--- config.mk ---
export PLATFORM = sky130hd
export DESIGN_NAME = serial_subtractor
export DESIGN_NICKNAME = d
export VERILOG_FILES = /design/src/rtl/serial_subtractor_pkg.sv /design/src/rtl/serial_subtractor_full_subtractor.sv /design/src/rtl/serial_subtractor.sv
export SDC_FILE = /design/constraint.sdc
export NUM_CORES = 1
export LEC_CHECK = 0
export CAP_MARGIN = 0
export CORE_ASPECT_RATIO = 0.75
export CORE_UTILIZATION = 46
export DETAILED_ROUTE_END_ITERATION = 12
export PLACE_DENSITY = 0.75
export SLEW_MARGIN = 20
export SYNTH_ARGS = -nofsm -noshare
export SYNTH_HDL_FRONTEND = slang
export SYNTH_SLANG_ARGS = --single-unit
--- constraint.sdc ---
create_clock -name clk -period 1.5 [get_ports clk]
set_input_delay 0.225 -clock clk [delete_from_list [all_inputs] [get_ports clk]]
set_output_delay 0.225 -clock clk [all_outputs]
set_load 0.03 [all_outputs]
--- src/rtl/serial_subtractor_pkg.sv ---
// serial_subtractor_pkg: shared FSM state encoding and counter sizing for the serial subtractor
package serial_subtractor_pkg;

    typedef enum logic [1:0] {
        ST_IDLE = 2'd0,
        ST_RUN  = 2'd1,
        ST_DONE = 2'd2
    } state_e;

    // One spare bit so the count can hold WIDTH-1 without wrapping for any legal WIDTH.
    function automatic int cnt_width(input int width);
        return $clog2(width) + 1;
    endfunction

endpackage

--- src/rtl/serial_subtractor_full_subtractor.sv ---
// full_subtractor: one-bit cell computing a - b - bin, mirror of the full adder
module full_subtractor (
    input  logic a,
    input  logic b,
    input  logic bin,
    output logic diff,
    output logic borrow
);

    assign diff   = a ^ b ^ bin;
    assign borrow = (~a & b) | (~(a ^ b) & bin);

endmodule

--- src/rtl/serial_subtractor.sv ---
// serial_subtractor: LSB-first bit-serial a - b - bin with start/busy/done handshake
module serial_subtractor
    import serial_subtractor_pkg::*;
#(
    parameter int WIDTH = 8
) (
    input  logic             clk,
    input  logic             rst,
    input  logic             start,
    input  logic [WIDTH-1:0] a,
    input  logic [WIDTH-1:0] b,
    input  logic             bin,
    output logic [WIDTH-1:0] diff,
    output logic             bout,
    output logic             busy,
    output logic             done
);

    localparam int CW = cnt_width(WIDTH);

    state_e           state_q, state_d;
    logic [WIDTH-1:0] a_sr_q, a_sr_d;
    logic [WIDTH-1:0] b_sr_q, b_sr_d;
    logic [WIDTH-1:0] d_sr_q, d_sr_d;
    logic [WIDTH-1:0] diff_q, diff_d;
    logic [CW-1:0]    cnt_q, cnt_d;
    logic             brw_q, brw_d;
    logic             bout_q, bout_d;
    logic             d, bo;

    full_subtractor u_cell (
        .a      (a_sr_q[0]),
        .b      (b_sr_q[0]),
        .bin    (brw_q),
        .diff   (d),
        .borrow (bo)
    );

    // State and datapath registers; reset clears everything, aborting any operation in flight.
    always_ff @(posedge clk or posedge rst) begin
        if (rst) begin
            state_q <= ST_IDLE;
            a_sr_q  <= '0;
            b_sr_q  <= '0;
            d_sr_q  <= '0;
            diff_q  <= '0;
            cnt_q   <= '0;
            brw_q   <= 1'b0;
            bout_q  <= 1'b0;
        end else begin
            state_q <= state_d;
            a_sr_q  <= a_sr_d;
            b_sr_q  <= b_sr_d;
            d_sr_q  <= d_sr_d;
            diff_q  <= diff_d;
            cnt_q   <= cnt_d;
            brw_q   <= brw_d;
            bout_q  <= bout_d;
        end
    end

    // Next-state: capture operands on start, shift one bit per RUN cycle, publish on the last bit.
    always_comb begin
        state_d = state_q;
        a_sr_d  = a_sr_q;
        b_sr_d  = b_sr_q;
        d_sr_d  = d_sr_q;
        diff_d  = diff_q;
        cnt_d   = cnt_q;
        brw_d   = brw_q;
        bout_d  = bout_q;
        case (state_q)
            ST_IDLE: begin
                if (start) begin
                    a_sr_d  = a;
                    b_sr_d  = b;
                    brw_d   = bin;
                    cnt_d   = '0;
                    state_d = ST_RUN;
                end
            end
            ST_RUN: begin
                a_sr_d = a_sr_q >> 1;
                b_sr_d = b_sr_q >> 1;
                d_sr_d = WIDTH'({d, d_sr_q} >> 1);
                brw_d  = bo;
                cnt_d  = cnt_q + CW'(1);
                if (cnt_q == CW'(WIDTH - 1)) begin
                    diff_d  = WIDTH'({d, d_sr_q} >> 1);
                    bout_d  = bo;
                    state_d = ST_DONE;
                end
            end
            ST_DONE: state_d = ST_IDLE;
            default: state_d = ST_IDLE;
        endcase
    end

    assign diff = diff_q;
    assign bout = bout_q;
    assign busy = state_q != ST_IDLE;
    assign done = state_q == ST_DONE;

endmodule

==> impl_metrics.csv <==
group,metric,value,unit
setup_path,cp_max_fo,18,
logic_synthesis,postSynthCellCount,153,
die,ios,31,
clock_network,numCtsBuffers,5,
outcome,status,"completed",
clock_network,cts.clk_slew.worst_paths,70,ps
clock_network,cts.sinks,39,
power_and_ir_drop,ir_drop,0.797,mV
timing,rsz0062_at_grt,"no",
setup_path,ff2ff_path_depth,5,
setup_path,arrival,1220,ps
die,dieArea,3810,um^2
layout,drive_gt1_frac,0.174,
die,num_rows,18,
setup_path,r2r-end,"diff[3]",
placement,pre_cts_ws,-48.6,ps
layout,fin_nets,216,
timing,hold_violations,0,
layout,diodes,0,
drt,wirelength,3390,um
timing,final.period_utilization,0.966,
layout,layout_common_cells,"nand2_1, dfrtp_1, clkdlybuf4s50_1, o21ai_0, a22oi_1",
setup_path,crit_type,"reg -> out",
logic_synthesis,avgSynthCellArea,10.7,um^2
logic_synthesis,synth_top_area_frac,0.595,
timing,report.final.slew_viol_count,0,
grt,grt_pass1_vias,1214,
placement,placedInstanceArea,2070,um^2
logic_synthesis,ys_seq_area_frac,0.595,
placement,io_buffers,30,
logic_synthesis,yosysTopAreaCell,"dfrtp_1",
setup_path,cp-endpoint,"done",
setup_path,rr_startpoint,"cnt_q[1]",
layout,syn_to_final_growth,31.6,%
logic_synthesis,synth.area.top_cells,"dfrtp_1, nand2_1, a22oi_1, mux2_2, o21ai_0",
drt,wire_per_inst,14.4,um
layout,fin_cells,235,
clock_network,cts_tree,"yes",
power_and_ir_drop,cellLeakagePower,0.988,nW
run,maxCapViolations,0,
logic_synthesis,synthDistinctLibCells,22,
die,start_util,0.489,
clock_network,insertion_delay,280,ps
setup_path,crit_required,1270,ps
drt,viasPerCell,5.35,
timing,min_period,1450,ps
power_and_ir_drop,power_density,2060,nW/um^2
logic_synthesis,yosysWarnings,0,
clock_network,clockBufferDepth,2,
clock_network,cts_root_buffer,"clkbuf_8",
placement,dp_cells,226,
drt,initialDrtViolationCount,109,
setup_path,r2r_slack,50,ps
placement,place_hpwl,2450,um
clock_network,htree_levels,2,
timing,setup_violations,0,
placement,gp_congestion,0.798,
timing,relSlewSlack,0.604,
drt,num_vias,1257,
grt,grt_usage,0.205,
timing,fin_ws,51.3,ps
logic_synthesis,synth_seq_cells,39,
die,dieHeight,53.7,um
timing,max_freq,690,MHz
drt,dr.pass1.iters,4,
grt,grt_overflow,0,
grt,grt_pass1_wl,5730,um
drt,drc,0,
clock_network,hold_buffers,0,
timing,fin_skew,10.8,ps
timing,hold_ws,286,ps
setup_path,crit_path_start_kind,"flip-flop",
die,core_area,3360,um^2
drt,ant_nets,0,
logic_synthesis,synth_nets,175,
die,die_x,71.0,um
timing,tightest_slew,592,ps
setup_path,cp-startpoint,"state_q[0]",
grt,grt_antenna_before_repair,0,
grt,grt_max_degree,40,
worst_hold_path,worstHoldPathType,"in -> async",
layout,design_area,2160,um^2
setup_path,end_kind,"primary output",
logic_synthesis,synth_area,1640,um^2
worst min path at each step:
| stage | start | end | slack [ps] | cells past startpoint |
|---|---|---|---|---|
| after detailed placement | d_sr_q[1] | d_sr_q[1] | 470 | 2 |
| after global placement | d_sr_q[1] | d_sr_q[1] | 460 | 2 |
| after floorplan | start | a_sr_q[7] | 390 | 1 |
| after CTS | rst | cnt_q[1] | 290 | 3 |
| after global routing | rst | d_sr_q[3] | 300 | 3 |
| final | rst | diff[1] | 290 | 3 |
power by group:
group / switching [mW] / internal, mW / total [mW]
Clock: 0.337 / 0.326 / 0.663
Sequential: 0.309 / 1.51 / 1.82
Combinational: 1.10 / 0.876 / 1.97
metrics by stage:
stage / util / setup TNS (ps) / total power, mW
floorplan: - / 0 / 3.06
finish: 0.644 / 0 / 4.46
detailed placement: 0.616 / -318 / 3.85
global placement: 0.616 / 0 / 3.72
CTS: 0.640 / 0 / 4.46
global route: 0.644 / 0 / 4.82
worst max-delay path: stages (launching register included):
cell and delay (ps):
dfrtp_2 470, buf_6 190, nor2b_1 120, buf_4 160
what timing repair did:
action / CTS / global route
setup endpoints to repair: 17 / 2
pin swaps: 1 / 0
gates resized for setup: 10 / 4
buffers inserted: 1 / 0
kinds of logic after synthesis:
| logic type | share of synthesized area |
|---|---|
| DFF | 0.595 |
| muxes | 0.0678 |
| adders and majority gates | 0.0198 |
| and+or+nand+nor | 0.130 |
| AOI/OAI and AO/OA | 0.155 |
| buffers and inverters | 0.0328 |
routing by layer:
metal / track usage / vias up / routed length, um
met3: 0.0581 / 5 / 126
met5: 0 / - / 0
met4: 0.0700 / 0 / 34
met2: 0.337 / 28 / 1620
met1: 0.267 / 615 / 1600
li1: - / 609 / -
registers in the layout (all words and copies together) (netlist names):
name / count
brw_q: 1
b_sr_q: 8
a_sr_q: 8
diff: 8
d_sr_q: 7
state_q: 2
bout: 1
cnt_q: 4
cell type report:
cell class / count / area (um^2)
fill: 269 / 1200
sequential: 39 / 977
multi-input combinational: 100 / 622
timing repair buffer: 43 / 410
clock buffer: 7 / 76.3
tap: 40 / 50.0
inverter: 5 / 18.8
clock inverter: 1 / 5.00
Yosys cell counts:
library cell,instances
dfrtp_1,39
nand2_1,38
o21ai_0,16
a22oi_1,15
mux2_2,9
clkbuf_1,8
inv_1,5
nor2b_1,4
nor2_1,3
a21oi_1,2
a22o_1,2
a32o_1,2
and2_1,1
buf_2,1
fa_1,1
ha_1,1
mux2i_1,1
nand2b_1,1
nand3_1,1
nor3_4,1
o21bai_1,1
o31ai_1,1
Power figures use the tool's default switching activity.
==> edit (same flow settings) <==
Change the parameter `WIDTH` from 8 to 10.
--- a/src/rtl/serial_subtractor.sv
+++ b/src/rtl/serial_subtractor.sv
@@ -2,7 +2,7 @@
 module serial_subtractor
     import serial_subtractor_pkg::*;
 #(
-    parameter int WIDTH = 8
+    parameter int WIDTH = 10
 ) (
     input  logic             clk,
     input  logic             rst,
Ports: changed (resized a, b and diff); port bits go from 31 to 37. The function was not compared with the original's and may differ.
==> edit against the original RTL <==
  * The flow now finishes with violations (negative setup slack)
  * First-iteration DRC count down 6.4%
  * Routed wire length up 37%
  * Setup slack worse by 0.092 ns
  * Sequential cell count up 9
  * Cell area up 32%
  * Synthesized cell count up 26%
  * Clock power up 34%
  * Final cell count up 30%
  * Maximum frequency down 5.9%
  * Total power up 18%
  * Synthesized area up 29%
  * Critical endpoint is now diff[6]
  * Largest cell class unchanged
==> edit: results (changes against the original RTL) <==
Run status
  – Status: finished, violations left
  – Failing checks: negative setup slack

Routing
  – Drt pass-1 iters: 4 (unchanged)
  – Routed WL per cell: 15.2 um (+5.3%)
  – Starting DRC count in detailed routing: 102 (-6.4%)
  – Metal2 WL: 2.21 mm (+36%)
  – DRT met1 WL: 2.19 mm (+37%)
  – Vias per cell: 5.22 (-2.4%)
  – Met3 WL: 173 um (+37%)
  – Vias: 1592 (+27%)

Critical path
  – Worst reg2reg endpoint: diff[6]
  – Max FO, Critical Path: 6 (-12)
  – Setup crit start: cnt_q[1]
  – Critical path type: reg2reg
  – Worst R2R Path Depth: 6 (+1)
  – CP Data Arrival Time: 1.72 ns (+0.50 ns)

Place
  – Placed cell area: 2580 um^2 (+25%)
  – Pre-CTS setup slack: -0.0285 ns (+0.0201 ns)
  – GP Congestion: 0.785 (-1.6%)
  – Final HPWL DP: 2.78 mm (+14%)
  – IO Port Bufs: 36 (+20%)

Finish
  – Filler cell count in the final layout: 345 (+28%)
  – Non-CTS inverters: 6 (+1)
  – Layout Nets: 276 (+28%)
  – Multi-input gates: 126 (+26%)
  – Layout cell share with drive strength beyond 1: 0.210 (+0.0353)
  – Buffers outside the clock class: 62 (+44%)
  – Area of the multi-input gates: 841 um^2 (+35%)
  – Proportion of cell area spent on the clock network: 0.0348 (-0.00287)
  – Sequential cell area share: 0.423 (-0.0293)
  – Final instance area: 2840 um^2 (+32%)
  – Non-clk buf share: 0.213 (+0.0231)
  – Sequential cells: 48 (+23%)

STA
  – Slew @ Worst Pin: 0.392 ns (-0.200 ns)
  – Clock skew: 0.0120 ns (+0.00120 ns)
  – PnR worst setup slack: -0.0403 ns (-0.0916 ns)
  – Worst hold slack: 0.263 ns (-0.0230 ns)
  – Setup violators final: 10 (+10)

Pwr
  – Peak VDD IR: 0.000774 V (-3.0%)
  – Leak: 0.00133 uW (+34%)
  – Cell Int Power: 3340 uW (+23%)

Logic synthesis
  – Top cells by count, synth: 48 x dfrtp_1, 48 x nand2_1, 23 x o21ai_0
  – Gate Count Post-Synth: 193 (+26%)
  – Multiplexer area fraction after synthesis: 0.0813 (+0.0135)
  – Synth Area in Adders: 0.0212 (+0.00140)
  – Synth unique cells: 27 (+23%)
  – Compound-cell area share of the yosys netlist: 0.145 (-0.0105)
  – Area contributors post-synth: dfrtp_1 57%, nand2_1 8.5%, a22oi_1 6.4%, mux2_4 5.7%, o21ai_0 5.4%
  – Syn nets: 220 (+26%)
  – Register area share after synthesis: 0.566 (-0.0288)
  – Post-synth top area share: 0.566 (-0.0288)

Die
  – # Taps: 57 (+43%)

CTS
  – Worst skew pair latency: 0.31 ns (+0.03 ns)
  – Number of post-CTS setup repair buffers: 6 (+5)
  – Gates resized, CTS repair: 20 (+10)

Global route
  – Overall Global Routing Usage: 0.200 (-0.00479)
  – Vias in the first global route: 1526 (+26%)
  – First-pass GRT wire length: 7.20 mm (+26%)
edit: cell count changes in the layout (fill, tap and decap cells not counted), sizes merged, moves of 2 or more:
cell           before  now
a32o                2    0
dfrtp              39   48
a22oi              15   18
dlygate4sd2         9   11
a21oi               2    4
nand4               0    2
buf                15   27
mux2i               1    3
nand2              38   48
clkdlybuf4s50      19   23
o21ai              16   23
edit: critical path, stage by stage (launching register included):
cell,delay [ns]
dfrtp_1,0.40
inv_2,0.07
ha_4,0.14
nand4b_4,0.10
nor3_4,0.23
buf_6,0.18
mux2_4,0.31
edit: power by group through the flow:
stage | Combinational (uW) | Clock (uW) | Sequential [uW]
6_report | 2160 | 890 | 2200
5_1_grt | 2380 | 953 | 2270
4_1_cts | 2050 | 907 | 2190
3_5_place_dp | 2020 | 0 | 2210
3_3_place_gp | 1950 | 0 | 2200
2_1_floorplan | 1090 | 0 | 2400
edit: metal layers:
metal,track usage,vias up
met5,0,-
met4,0.0536,0
met3,0.0586,7
met2,0.298,32
met1,0.288,786
li1,-,767
